`config.mk`:
```
export PLATFORM = sky130hd
export DESIGN_NAME = pc_spu_unit
export DESIGN_NICKNAME = d
export VERILOG_FILES = /design/src/rtl/pc_spu_unit.sv
export SDC_FILE = /design/constraint.sdc
export NUM_CORES = 1
export LEC_CHECK = 0
export CAP_MARGIN = 15
export CORE_MARGIN = 2
export CORE_UTILIZATION = 45
export CTS_BUF_LIST = sky130_fd_sc_hd__clkbuf_16
export DETAILED_ROUTE_END_ITERATION = 6
export GPL_TIMING_DRIVEN = 0
export PLACE_DENSITY = 0.76
export SLEW_MARGIN = 25
export SYNTH_ARGS = -nofsm -noshare
export SYNTH_HDL_FRONTEND = slang
export SYNTH_SLANG_ARGS = --single-unit
```
`constraint.sdc`:
```
create_clock -name clk -period 8.8 [get_ports clk]
set_input_delay 0.88 -clock clk [delete_from_list [all_inputs] [get_ports clk]]
set_output_delay 0.88 -clock clk [all_outputs]
set_load 0.02 [all_outputs]
```
`src/rtl/pc_spu_unit.sv`:
```
// Program counter register with +4/+8 taps, plus a small SPU with a 43-slot 4-bit color table.
// Latency: pc_out and the color table update one clk after their inputs; spu_result and the pc taps are combinational.
// Backpressure: none. Every cycle is accepted. Optional SCALE op is built only when PC_SPU_SCALE_EN is defined.
module pc_spu_unit (
    input  logic         clk,
    input  logic         reset,
    input  logic [31:0]  pc_in,
    output logic [31:0]  pc_out,
    output logic [31:0]  pc_plus4,
    output logic [31:0]  pc_plus8,
    input  logic [31:0]  src_a,
    input  logic [31:0]  rd3,
    input  logic [31:0]  rd4,
    input  logic [31:0]  src_b,
    input  logic [11:0]  spu_code,
    output logic [171:0] color_positions,
    output logic [31:0]  spu_result
);

    localparam int unsigned NUM_SLOTS = 43;

    typedef enum logic [3:0] {
        OP_NOP      = 4'h0,
        OP_ADD3     = 4'h1,
        OP_SCALE    = 4'h2,
        OP_MIN      = 4'h3,
        OP_MAX      = 4'h4,
        OP_CLAMP    = 4'h5,
        OP_SETCOLOR = 4'h6,
        OP_GETCOLOR = 4'h7,
        OP_CLEAR    = 4'h8
    } spu_op_t;

    logic [3:0]  op;
    logic [5:0]  idx;
    logic [1:0]  sel;
    logic [31:0] opb;
    logic [31:0] scale_res;
    logic        idx_ok;
    logic [3:0]  slot_q [NUM_SLOTS];

    assign op     = spu_code[11:8];
    assign idx    = spu_code[7:2];
    assign sel    = spu_code[1:0];
    assign idx_ok = (idx <= 6'd42);

    assign pc_plus4 = pc_out + 32'd4;
    assign pc_plus8 = pc_out + 32'd8;

    // Flatten the slot array onto the output bus, slot k at bits [4k+3:4k].
    for (genvar k = 0; k < NUM_SLOTS; k++) begin : g_color_out
        assign color_positions[4*k+3:4*k] = slot_q[k];
    end

    // Second-operand mux; sel=11 uses the immediate idx field.
    always_comb begin
        opb = src_b;
        case (sel)
            2'b00: opb = src_b;
            2'b01: opb = rd3;
            2'b10: opb = rd4;
            2'b11: opb = {26'd0, idx};
            default: opb = src_b;
        endcase
    end

`ifdef PC_SPU_SCALE_EN
    // 16x16 fixed-point scale; the 32-bit product is shifted down by 8 (upper pad bits are zero).
    logic [31:0] prod_full;
    assign prod_full = {16'd0, src_a[15:0]} * {16'd0, opb[15:0]};
    assign scale_res = prod_full >> 8;
`else
    assign scale_res = 32'd0;
`endif

    // SPU result selection by op; unused opcodes return zero.
    always_comb begin
        spu_result = 32'd0;
        case (op)
            OP_ADD3:     spu_result = src_a + rd3 + rd4;
            OP_SCALE:    spu_result = scale_res;
            OP_MIN:      spu_result = (src_a < opb) ? src_a : opb;
            OP_MAX:      spu_result = (src_a > opb) ? src_a : opb;
            OP_CLAMP:    spu_result = (src_a < 32'd255) ? src_a : 32'd255;
            OP_SETCOLOR: spu_result = src_a;
            OP_GETCOLOR: spu_result = idx_ok ? {28'd0, slot_q[idx]} : 32'd0;
            default:     spu_result = 32'd0;
        endcase
    end

    // PC register and color table; reset overrides any write on the same edge.
    always_ff @(posedge clk) begin
        if (reset) begin
            pc_out <= 32'd0;
            for (int i = 0; i < NUM_SLOTS; i++) slot_q[i] <= 4'd0;
        end else begin
            pc_out <= pc_in;
            if (op == OP_CLEAR) begin
                for (int i = 0; i < NUM_SLOTS; i++) slot_q[i] <= 4'd0;
            end else if (op == OP_SETCOLOR && idx_ok) begin
                slot_q[idx] <= opb[3:0];
            end
        end
    end

endmodule

```
==> flow_summary.json <==
{
  "status": "completed",
  "synthSimpleGateAreaFrac_pct": 16.0,
  "synthArstFlopShare_pct": 0,
  "p_leak_nw": 8.73,
  "portBuffers": 471,
  "synth_top_area_share_pct": 44.2,
  "irDropWorstVdd_mv": 0.179,
  "grt.total_usage_pct": 34.9,
  "drt_first_pass_iters": 6,
  "clockBufferDepth": 3,
  "hpwl_mm": 55.5,
  "fmax_mhz": 121,
  "yosysTopAreaCell": "edfxtp_1",
  "setup_viol": 0,
  "grt_max_degree": 23,
  "synthXorXnorAreaFrac_pct": 4.36,
  "ys_types": 69,
  "min_path_cells": 2,
  "layout_commonest_cell": "clkdlybuf4s50_1",
  "fill_cells": 2995,
  "vias": 16413,
  "path_clk_slew_ns": 0.06,
  "avgSynthCellArea_um2": 10.5,
  "cts_tree": "built",
  "die_y_um": 198,
  "muxShareOfSynthArea_pct": 4.66,
  "drive_gt1_share_pct": 4.44,
  "synth_seq_cells": 280,
  "synth_area_mm2": 0.0169,
  "drt.antenna.violating_nets": 0,
  "yosys_warnings": 0,
  "routed_wl_mm": 70.5,
  "synth_top_family_by_area": "simple AND/OR/NAND/NOR gates",
  "rsz0062_at_grt": "no",
  "placed_area_mm2": 0.0224,
  "grt_pass1_vias": 15934,
  "start_util_pct": 45.8,
  "worstPathArrival_ns": 7.36,
  "drc": 0,
  "area_growth_pct": 39.3,
  "hp-class": "in2reg",
  "finalWorstPathRequiredPeriod_ns": 8.24,
  "core_area_mm2": 0.0368,
  "ys.flop_type": "edfxtp_1",
  "holdWs_ns": 0.854,
  "design_area_mm2": 0.0235,
  "grt_overflow": 0,
  "cts.sinks": 280,
  "ctsHtreeMaxLevel": 1,
  "placed_cells": 2620,
  "rows": 70,
  "cp_max_fo": 10,
  "hold_viol_final": 0,
  "worst_pin_slew_ns": 1.09,
  "antenna_found_initial": 7,
  "endpoint_kind": "primary output",
  "fp.dieW_um": 198,
  "wl_per_cell_um": 26.3,
  "vias_per_cell": 6.12,
  "drt_iter0_drc": 1962,
  "synth_cells": 1606,
  "die-area_mm2": 0.0390,
  "synth_edf_count": 248,
  "hold_buffers": 0,
  "layout.nets": 2454,
  "io_pins": 474,
  "crit_type": "in2out",
  "p_per_area_mw_per_mm2": 171,
  "timing.final.crit_share_pct": 93.6,
  "slew_headroom_pct": 26.4,
  "drv_slew": 0,
  "synth_compound_area_share_pct": 15.1,
  "cts-root-buf": "clkbuf_16",
  "routabilityCongestion": 0.990,
  "synth-adder-area-share_pct": 8.54,
  "cts_made_buffers": 30,
  "maxCapViolations": 0,
  "ys_seq_area_share_pct": 48.0,
  "grt_pass1_wl_mm": 101,
  "synth.area.top_cells": "edfxtp_1, ha_1, nor2_1",
  "fin_cells": 2681,
  "layout_common_cells": "clkdlybuf4s50_1, edfxtp_1, nor2_1",
  "required_ns": 7.92,
  "start_kind": "input port"
}
-- worst paths after layout --
path / start / to
min: pc_in[8] / pc_out[8]
max: spu_code[3] / spu_result[17]
-- logic make-up after synthesis --
group	after synthesis
AO/OA/AOI/OAI	362
XOR/XNOR	84
adder cells (fa/ha/maj)	96
buffers and inverters	135
flip-flops	280
multiplexers	70
other	1
AND/OR/NAND/NOR	578
-- metal layers --
| layer | track usage [%] | vias to the layer above | wire length (um) | part of all wire [%] |
|---|---|---|---|---|
| met1 | 43.0 | 7802 | 25600 | 36 |
| met5 | 0 | - | 34 | 0.048 |
| met2 | 58.1 | 1257 | 32900 | 47 |
| met3 | 8.08 | 216 | 8270 | 12 |
| li1 | - | 7132 | - | - |
| met4 | 16.4 | 6 | 3600 | 5.1 |
-- cell type report --
cell class	count	area, um2	area share (%)
Inverter	19	75.1	0.320
Timing Repair inverter	1	5.00	0.0213
Timing Repair Buffer	471	4710	20.1
Antenna cell	5	12.5	0.0533
Tap cell	468	586	2.49
Multi-Input combinational cell	1266	8510	36.3
Buffer	116	484	2.06
Clock inverter	25	249	1.06
Clock buffer	30	751	3.20
Sequential cell	280	8090	34.5
-- worst max-delay path: stages --
cell	delay [ns]
clkdlybuf4s50_1	0.56
clkbuf_1	0.36
clkbuf_2	0.43
clkbuf_1	0.57
mux2i_1	0.17
nand2_1	0.12
o21ai_2	0.25
clkbuf_1	0.43
ha_1	0.41
a21o_1	0.17
maj3_2	0.30
a21o_1	0.22
a221oi_4	0.42
o22a_1	0.18
clkbuf_1	0.44
clkbuf_1	0.49
nor2_1	0.10
a221o_1	0.30
clkdlybuf4s50_1	0.54
-- through the flow --
stage          power, mW  util, %  worst slack [ns]  setup TNS (ns)
6_report            4.01     63.8             0.562               0
5_1_grt             4.12     63.8             0.245               0
4_1_cts             3.98     63.8             0.199               0
3_5_place_dp        2.72     61.0            -0.525          -10.80
3_3_place_gp        2.70     61.0            -0.507           -9.45
2_1_floorplan       2.21        -              2.84               0
-- registers in the layout, indices dropped and copies added, names as in the netlist --
name / count
pc_out: 32
slot_q: 248
-- synth_stat cells, types with 10 or more instances --
cell        n
a22oi_1    65
o21ai_1    17
a21o_1     20
nand2_1   111
nand2b_1   12
a221o_1    25
a21oi_1    84
ha_1       63
nor2_1    209
and3_1     18
dfxtp_1    32
inv_1      19
fa_1       32
nand4_1    37
nor3_1     85
o21ai_0    41
mux2i_1    47
mux2_2     17
a22o_1     16
a211oi_1   10
a221oi_1   24
edfxtp_1  248
nand3_1    25
nor2b_1    44
xnor2_1    47
xor2_1     37
clkbuf_1   98
-- what timing repair did --
action / in CTS / in global routing
setup endpoints to repair: 29 / 3
buffers inserted: 0 / 0
gates resized for setup: 3 / 3
gates cloned: 1 / 0
-- where the power goes --
group | leakage (nW) | switching, mW | internal, mW | total (mW)
registers | 2.67 | 0.0726 | 1.55 | 1.62
clock network | 0.489 | 0.546 | 0.742 | 1.29
logic | 5.57 | 0.643 | 0.458 | 1.10
total | 8.73 | 1.26 | 2.75 | 4.01
Note: power is estimated with default switching activity, not from simulation.
